**config.mk**
```make
export PLATFORM = sky130hd
export DESIGN_NAME = kyber_zeta_streamer
export DESIGN_NICKNAME = d
export VERILOG_FILES = /design/src/rtl/kyber_zeta_streamer.sv
export SDC_FILE = /design/constraint.sdc
export NUM_CORES = 1
export LEC_CHECK = 0
export CORE_MARGIN = 1.5
export CORE_UTILIZATION = 59
export DETAILED_ROUTE_END_ITERATION = 8
export PLACE_DENSITY = 0.77
export SLEW_MARGIN = 40
export SYNTH_ARGS = -nofsm -noshare
export SYNTH_HDL_FRONTEND = slang
export SYNTH_SLANG_ARGS = --single-unit
export TNS_END_PERCENT = 30
```
**constraint.sdc**
```tcl
create_clock -name clk -period 4 [get_ports clk]
set_clock_uncertainty 0.05 [all_clocks]
set_input_delay 0.8 -clock clk [delete_from_list [all_inputs] [get_ports clk]]
set_output_delay 0.8 -clock clk [all_outputs]
set_load 0.02 [all_outputs]
```
**src/rtl/kyber_zeta_streamer.sv**
```systemverilog
// Twiddle-factor source for the Kyber NTT/INTT: bit-reversed zeta ROM streamed
// in forward or inverse order over valid/ready, with optional negation and scale beat.
module kyber_zeta_streamer #(
    parameter int    DATA_W     = 12,
    parameter int    ADDR_W     = 7,
    parameter int    Q          = 3329,
    parameter int    F_INV      = 1441,
    parameter bit    INV_NEGATE = 1'b1,
    parameter bit    ADD_SCALE  = 1'b1,
    parameter string INIT_FILE  = "zetas.mem"
) (
    input  logic              clk,
    input  logic              resetn,
    input  logic              start,
    input  logic              mode,
    input  logic              abort,
    output logic              busy,
    output logic              done,
    output logic              zeta_valid,
    input  logic              zeta_ready,
    output logic [DATA_W-1:0] zeta_data,
    output logic [2:0]        zeta_layer,
    output logic              zeta_last
);

    localparam int                DEPTH       = 1 << ADDR_W;
    localparam logic [ADDR_W-1:0] K_MAX       = ADDR_W'(DEPTH - 1);
    localparam logic [ADDR_W-1:0] K_ONE       = ADDR_W'(1);
    localparam logic [2:0]        LAYER_TOP   = 3'(ADDR_W - 1);
    localparam logic [2:0]        LAYER_SCALE = 3'(ADDR_W);

    typedef enum logic [1:0] {IDLE, RUN, SCALE, FINISH} state_t;

    // 17^brv(idx) mod Q, evaluated at elaboration to fill the ROM.
    function automatic logic [DATA_W-1:0] zeta_calc(input int idx);
        int e;
        int r;
        int b;
        e = 0;
        for (int i = 0; i < ADDR_W; i++) begin
            if (((idx >> i) & 1) != 0) e = e | (1 << (ADDR_W - 1 - i));
        end
        r = 1;
        b = 17 % Q;
        for (int i = 0; i < ADDR_W; i++) begin
            if (((e >> i) & 1) != 0) r = (r * b) % Q;
            b = (b * b) % Q;
        end
        return DATA_W'(r);
    endfunction

    function automatic logic [2:0] msb_pos(input logic [ADDR_W-1:0] v);
        logic [2:0] p;
        p = '0;
        for (int i = 0; i < ADDR_W; i++) begin
            if (v[i]) p = 3'(i);
        end
        return p;
    endfunction

    // ---------------------------------------------------------------- ROM
    logic [DATA_W-1:0] rom_table [DEPTH];
    logic [DATA_W-1:0] rom_q_reg;

    // An empty INIT_FILE name means an unprogrammed (all-zero) table.
    generate
        for (genvar gi = 0; gi < DEPTH; gi++) begin : g_rom
            if (INIT_FILE == "") begin : g_blank
                assign rom_table[gi] = '0;
            end else begin : g_zeta
                localparam logic [DATA_W-1:0] ZETA = zeta_calc(gi);
                assign rom_table[gi] = ZETA;
            end
        end
    endgenerate

    // ---------------------------------------------------------------- state
    state_t            state_reg;
    state_t            state_next;
    logic              mode_reg;
    logic [ADDR_W-1:0] k_reg;
    logic              issue_done_reg;

    // Stage 1 travels alongside the registered ROM read.
    logic              s1_valid_reg;
    logic [2:0]        s1_layer_reg;
    logic              s1_last_reg;
    logic              s1_scale_reg;

    logic              abort_hit;
    logic              start_hit;
    logic              out_adv;
    logic              s1_adv;
    logic              issue;
    logic              issue_scale;
    logic              issue_last;
    logic [2:0]        issue_layer;
    logic              k_final;
    logic              wants_scale;
    logic              last_hs;
    logic [DATA_W-1:0] s1_word;

    assign busy        = (state_reg == RUN) || (state_reg == SCALE);
    assign done        = (state_reg == FINISH);

    assign abort_hit   = abort && (state_reg != IDLE);
    assign start_hit   = start && !abort && (state_reg == IDLE);
    assign out_adv     = !zeta_valid || zeta_ready;
    assign s1_adv      = !s1_valid_reg || out_adv;
    assign issue       = busy && !issue_done_reg && s1_adv && !abort_hit;
    assign issue_scale = (state_reg == SCALE);
    assign k_final     = mode_reg ? (k_reg == K_ONE) : (k_reg == K_MAX);
    assign wants_scale = mode_reg && ADD_SCALE;
    assign issue_last  = issue_scale || (k_final && !wants_scale);
    assign last_hs     = zeta_valid && zeta_ready && zeta_last;

    always_comb begin
        issue_layer = msb_pos(k_reg);
        if (issue_scale) begin
            issue_layer = LAYER_SCALE;
        end else if (mode_reg) begin
            issue_layer = LAYER_TOP - msb_pos(k_reg);
        end
    end

    // Negation uses one extra bit so Q - zeta never wraps before truncation.
    always_comb begin
        s1_word = rom_q_reg;
        if (s1_scale_reg) begin
            s1_word = DATA_W'(F_INV);
        end else if (mode_reg && INV_NEGATE && (rom_q_reg != '0)) begin
            s1_word = DATA_W'((DATA_W + 1)'(Q) - {1'b0, rom_q_reg});
        end
    end

    always_comb begin
        state_next = state_reg;
        case (state_reg)
            IDLE: begin
                if (start_hit) state_next = RUN;
            end
            RUN: begin
                if (issue && k_final && wants_scale) state_next = SCALE;
            end
            SCALE: begin
                state_next = SCALE;
            end
            FINISH: begin
                state_next = IDLE;
            end
            default: begin
                state_next = IDLE;
            end
        endcase
        if (last_hs && busy) state_next = FINISH;
        if (abort_hit) state_next = IDLE;
    end

    always_ff @(posedge clk or negedge resetn) begin
        if (!resetn) begin
            state_reg <= IDLE;
        end else begin
            state_reg <= state_next;
        end
    end

    // ---------------------------------------------------------------- address counter
    always_ff @(posedge clk or negedge resetn) begin
        if (!resetn) begin
            mode_reg       <= 1'b0;
            k_reg          <= '0;
            issue_done_reg <= 1'b0;
        end else if (start_hit) begin
            mode_reg       <= mode;
            k_reg          <= mode ? K_MAX : K_ONE;
            issue_done_reg <= 1'b0;
        end else if (issue) begin
            if (issue_last) issue_done_reg <= 1'b1;
            if (!issue_scale) k_reg <= mode_reg ? (k_reg - K_ONE) : (k_reg + K_ONE);
        end
    end

    // ROM enable follows issue, so a stalled stage 1 keeps its read word.
    always_ff @(posedge clk) begin
        if (issue) rom_q_reg <= rom_table[k_reg];
    end

    // ---------------------------------------------------------------- pipeline
    always_ff @(posedge clk or negedge resetn) begin
        if (!resetn) begin
            s1_valid_reg <= 1'b0;
            s1_layer_reg <= '0;
            s1_last_reg  <= 1'b0;
            s1_scale_reg <= 1'b0;
        end else if (abort_hit) begin
            s1_valid_reg <= 1'b0;
        end else if (s1_adv) begin
            s1_valid_reg <= issue;
            if (issue) begin
                s1_layer_reg <= issue_layer;
                s1_last_reg  <= issue_last;
                s1_scale_reg <= issue_scale;
            end
        end
    end

    always_ff @(posedge clk or negedge resetn) begin
        if (!resetn) begin
            zeta_valid <= 1'b0;
            zeta_data  <= '0;
            zeta_layer <= '0;
            zeta_last  <= 1'b0;
        end else if (abort_hit) begin
            zeta_valid <= 1'b0;
        end else if (out_adv) begin
            zeta_valid <= s1_valid_reg;
            if (s1_valid_reg) begin
                zeta_data  <= s1_word;
                zeta_layer <= s1_layer_reg;
                zeta_last  <= s1_last_reg;
            end
        end
    end

endmodule

```
== Yosys cells after proc, flatten, opt, wreduce, memory -nomap -nowiden ==
Memories as Yosys holds them, arrays and structs flattened. A register that Yosys moved wholly into a read port is not among the register bits.
Cells that the tools add are included.

* Add/sub/neg operators: 4
* Equal/unequal tests: 8
* Muxes and demuxes: 30
* Bitwise operators: 2
* Reduce and logical (&&, ||, !) cells: 35

{| class="wikitable"
|+ Operators by type and width
! cell !! number
|-
| 7-bit two-way mux || 5
|-
| 3-bit two-way mux || 9
|-
| 12-bit two-way mux || 2
|-
| 1-bit logical AND || 13
|-
| 12-bit nonzero test || 1
|-
| 12-bit subtractor (first input constant) || 1
|-
| 2-bit nonzero test || 5
|-
| 1-bit two-way mux || 9
|-
| 2-bit two-way mux || 4
|-
| 7-bit NOT with 8-bit output || 1
|-
| 2-bit case mux with 4 select lines || 1
|-
| 7-bit by 1-bit adder with 7-bit output (second input constant) || 1
|-
| 7-bit by 1-bit == test with 1-bit output (second input constant) || 1
|-
| 7-bit == test (second input constant) || 1
|-
| 7-bit by 1-bit subtractor with 7-bit output (second input constant) || 1
|-
| 1-bit zero test || 6
|-
| 2-bit AND reduction || 3
|-
| 3-bit AND reduction || 2
|-
| 2-bit == test (second input constant) || 2
|-
| 1-bit logical OR || 4
|-
| 4-bit by 2-bit inequality test with 1-bit output (second input constant) || 1
|-
| 4-bit by 3-bit inequality test with 1-bit output (second input constant) || 1
|-
| 3-bit subtractor (first input constant) || 1
|-
| 2-bit by 1-bit == test with 1-bit output (second input constant) || 1
|-
| other kinds (3) || 3
|}

* Flip-flop bits (word level): 34
* Memory bits (read-only): 1536
* Output and inout port bits: 19
* Memories kept: 1

{| class="wikitable"
|+ Memories
! name !! depth !! bits a word !! rd ports !! clocked after Yosys merged registers in !! wr ports !! RTL line !! source
|-
| (name not given) || 128 || 12 || 1 || 1 || 0 || 185 || <nowiki>if (issue) rom_q_reg <= rom_table[k_reg];</nowiki>
|}

== Depth between registers and ports, before layout ==
* Depth after elaboration: 11
* Mapped depth: 11
* Gate-level depth less buffers: 9

== Worst setup path after synthesis ==
No wires, ideal clock.

* Kind: register to register
* Start point: reg k_reg[1]
* End point: reg rom_q_reg[11] (data pin)
* Setup time: 158 ps
* Arrival time: 2288 ps
* Data required time: 3792 ps
* Setup slack: 1503 ps
* Stages on the path, launching flop included: 10
* Path buffers: 3
* Period minus slack after synthesis: 2497 ps
* Path through: dfrtp_1 -> buf_2 -> buf_2 -> inv_1 -> ha_1 -> buf_2 -> o21ai_0 -> mux4_2 -> mux2_2 -> a22oi_1

* Word-level cells in the longest chain between the ends: 1

{| class="wikitable"
|+ Ends and longest elaborated chain
! what !! RTL line !! source
|-
| start: declaration || 81 || <nowiki>logic [ADDR_W-1:0] k_reg;</nowiki>
|-
| start signal: assignment || 175 || <nowiki>k_reg <= mode ? K_MAX : K_ONE;</nowiki>
|-
| start signal: assignment || 179 || <nowiki>if (!issue_scale) k_reg <= mode_reg ? (k_reg - K_ONE) : (k_reg + K_ONE);</nowiki>
|-
| 7-bit NOT with 8-bit output (implied by the code) || 185 ||
|-
| end: declaration || 63 || <nowiki>logic [DATA_W-1:0] rom_q_reg;</nowiki>
|}

Every way passes these cells.
A chain may end at the register's enable or synchronous reset.

== Worst setup path in the final report ==
* Start point: reg k_reg[2]
* End point: reg rom_q_reg[11] (data pin)

Same word-level chain as after synthesis.

==> implementation parameters <==
Parameter                              Value

Run status
  Result of the run ... finished clean

Synthesis
  Most used flip-flop cell after synthesis ... sky130_fd_sc_hd__dfrtp_1
  Synthesized area per cell ... 7.733 um2
  Top-area cell type share of the netlist area ... 0.1744
  Yosys top cell by area ... sky130_fd_sc_hd__dfrtp_1
  Number of storage elements in the synthesis netlist ... 46
  Instance count of the mapped netlist ... approximately 630
  Post-synthesis instance area ... 4880 um2
  Yosys cell types ... 76
  Number of enable flip-flop cells after synthesis ... 12
  Biggest area contributors in the synthesized netlist ... sky130_fd_sc_hd__dfrtp_1, sky130_fd_sc_hd__edfxtp_1, sky130_fd_sc_hd__ha_1
  Nets in the synthesized netlist ... 656
  Number of warning messages in the yosys log ... 0
  Async S/R FF share, synth ... 0.7391
  Proportion of synthesized chip area in sequential cells ... 0.2482

Setup path
  Data arrival time of the worst path ... 2.93 ns
  Maximum net fanout on the critical path ... 51
  Crit path launch type ... flop
  Cells along the critical path ... buf_4 -> or2_1 -> nand2_1 -> mux4_2 -> mux2_2 -> a22oi_1
  Slowest stage cell, crit path ... sky130_fd_sc_hd__dfrtp_2
  Endpoint type of the worst setup path ... flop
  Worst endpoint required time ... 4.07 ns
  Critical path type ... flop to flop
  Longest individual stage delay on the worst path ... between 0.7 and 0.8 ns

Drt
  Via density per instance ... roughly 7.4
  DRC errors left ... 0
  Vias after detailed routing ... about 5300
  Starting DRT DRC Count ... ~740
  Number of iterations in the first detailed-routing pass ... 7
  Aggregate routed wire length ... 16420 um
  Average wire per standard cell ... roughly 23 um
  Remaining antenna violation count ... 0

Die
  DIE AREA ... 8826 um2
  Standard-cell rows ... 32
  Initial standard-cell utilization of the core ... 0.6218
  Die Y-Extent ... 93.95 um
  Chip width ... 93.95 um
  Standard cell core area ... 7848 um2
  Top-Level Pins ... 25

Clock tree
  Clk pin slew, worst setup/hold paths ... 0.09 ns
  Total clock buffers created by CTS ... 5
  Clock network latency to the later pin of the worst-skew pair ... 0.30 ns
  Maximum level of the CTS H-tree ... 2
  Buffers inserted during post-CTS setup optimization ... 0
  CTS tree ... done
  Post-cts resize count ... 0
  Clk root buf ... sky130_fd_sc_hd__clkbuf_8
  Sinks on Clock Net ... 46
  Bufs on Longest Clock Path ... 2
  # hold bufs at CTS ... 0

Timing
  Hold violation count in the final report ... 0
  Achievable frequency ... between 0.3 and 0.4 GHz
  Pin slew with the least headroom to its limit ... 0.8473 ns
  Number of slew-limit violations in the final report ... 0
  Final WS setup ... around 1.1 ns
  Slew headroom ... 0.4351
  Final setup fails ... 0
  RSZ-0062 raised after global routing ... false
  Setup TNS ... 0 ns
  Fin crit share ... 0.7137
  Post-layout minimum cycle time ... ~2.9 ns

Run
  Count of max-cap constraint violations ... 0

Placement
  Port-buffer cells ... 24
  Dpl ws ... between 1 and 1.5 ns
  Number of cells after detailed placement ... slightly above 700
  Weighted congestion reported at the end of routability-driven placement ... 1.102
  Post-DP HPWL ... 11480 um

GRT
  All-layer global routing usage ... 0.3784
  Number of global-route vias before repair ... 4754
  Antenna violations before repair ... 0
  First-pass GRT wire length ... ~26000 um
  Maximum number of pins on one net before global-route repair ... 62
  Aggregate global routing overflow ... 0

Final layout
  Fraction of final layout cells sized beyond drive strength 1 ... 0.08306
  Filler Cell Count ... 688
  Number of diodes ... 0
  Post-Layout Cell Count ... between 700 and 800
  Number of nets in the layout ... 638
  Layout-stage area growth over the synthesis result ... 5.872%
  Final Util ... 0.6583

Worst hold path
  Path category of the worst min-delay check ... flop to flop
[through the flow]
| stage | hold slack, ns | instance area [um2] |
|---|---|---|
| 2_1_floorplan | 0.3894 | 4880 |
| 3_3_place_gp | 0.4001 | 5062 |
| 3_5_place_dp | 0.4082 | 5062 |
| 4_1_cts | 0.4289 | 5166 |
| 5_1_grt | 0.4623 | 5166 |
| 6_report | 0.4242 | 5166 |
[cells in the final DEF, fill, tap and decap left out, types with 10 or more instances in the layout]
master / n
sky130_fd_sc_hd__ha_1: 19
sky130_fd_sc_hd__nand2b_1: 25
sky130_fd_sc_hd__o211ai_1: 11
sky130_fd_sc_hd__clkdlybuf4s50_1: 24
sky130_fd_sc_hd__nand2_1: 58
sky130_fd_sc_hd__a211oi_1: 12
sky130_fd_sc_hd__edfxtp_1: 12
sky130_fd_sc_hd__nand3_1: 23
sky130_fd_sc_hd__dfrtp_1: 30
sky130_fd_sc_hd__nor3_1: 12
sky130_fd_sc_hd__a31oi_1: 21
sky130_fd_sc_hd__a21oi_1: 45
sky130_fd_sc_hd__o21ai_0: 46
sky130_fd_sc_hd__nor2_1: 52
sky130_fd_sc_hd__buf_4: 13
sky130_fd_sc_hd__inv_1: 18
sky130_fd_sc_hd__nor2b_1: 13
sky130_fd_sc_hd__a311oi_1: 10
[area by class of cell]
class | count | area, um2 | share of cell area
repair buffers | 37 | 337.8 | 0.06539
clock buffers | 6 | 93.84 | 0.01816
well taps | 102 | 127.6 | 0.02470
multi-input cells | 502 | 3302 | 0.6391
flip-flops and latches | 46 | 1216 | 0.2354
clock inverters | 2 | 10.01 | 0.001938
inverters | 21 | 78.83 | 0.01526
[worst max-delay path, delay by kind of cell, from the launching register on]
| kind | cells | cell delay [ns] |
|---|---|---|
| DFF | 1 | 0.76 |
| muxes | 2 | 0.73 |
| buffers and inverters | 1 | 0.51 |
| and+or+nand+nor | 2 | 0.42 |
| AOI/OAI and AO/OA | 1 | 0.19 |
[kinds of logic after synthesis]
logic type	Yosys count	share of synthesized area
buf+inv	83	0.07512
compound gates	234	0.3272
simple gates	223	0.2321
xor+xnor	12	0.02154
mux	14	0.04718
flops	46	0.2482
fa+ha+maj	19	0.04872
[worst paths after layout]
check | from | endpoint | slack, ns | depth (start not counted)
max in group asynchronous | resetn | k_reg[3]$_DFFE_PN0P_ | 2.73 | 2
min | zeta_data[2]$_DFFE_PN0P_ | zeta_data[2]$_DFFE_PN0P_ | 0.42 | 2
max | k_reg[2]$_DFFE_PN0P_ | rom_q_reg[11]$_DFFE_PP_ | 1.15 | 6
min reg2reg | zeta_data[2]$_DFFE_PN0P_ | zeta_data[2]$_DFFE_PN0P_ | 0.42 | 2
max reg2reg | k_reg[2]$_DFFE_PN0P_ | rom_q_reg[11]$_DFFE_PP_ | 1.15 | 6
min in group asynchronous | resetn | mode_reg$_DFFE_PN0N_ | 0.85 | 2
[metal layers]
layer / track usage / part of all wire / vias up
li1: - / - / 2325
met1: 0.4914 / 0.38 / 2455
met2: 0.5948 / 0.44 / 422
met3: 0.05016 / 0.11 / 95
met4: 0.2338 / 0.066 / 0
met5: 0 / 0 / -
[Yosys cell counts, drive strengths merged (19+ instances only)]
cell and instances:
nand2b 25, clkbuf 23, dfrtp 34, buf 39, nand3 23, o21ai 47, nor2 52, a21oi 45
ha 19, inv 20, nand2 58, a31oi 21
Power is left out: the tool's default activity adds up to more than one toggle a clock period on the data nets, which glitch-free logic cannot reach.
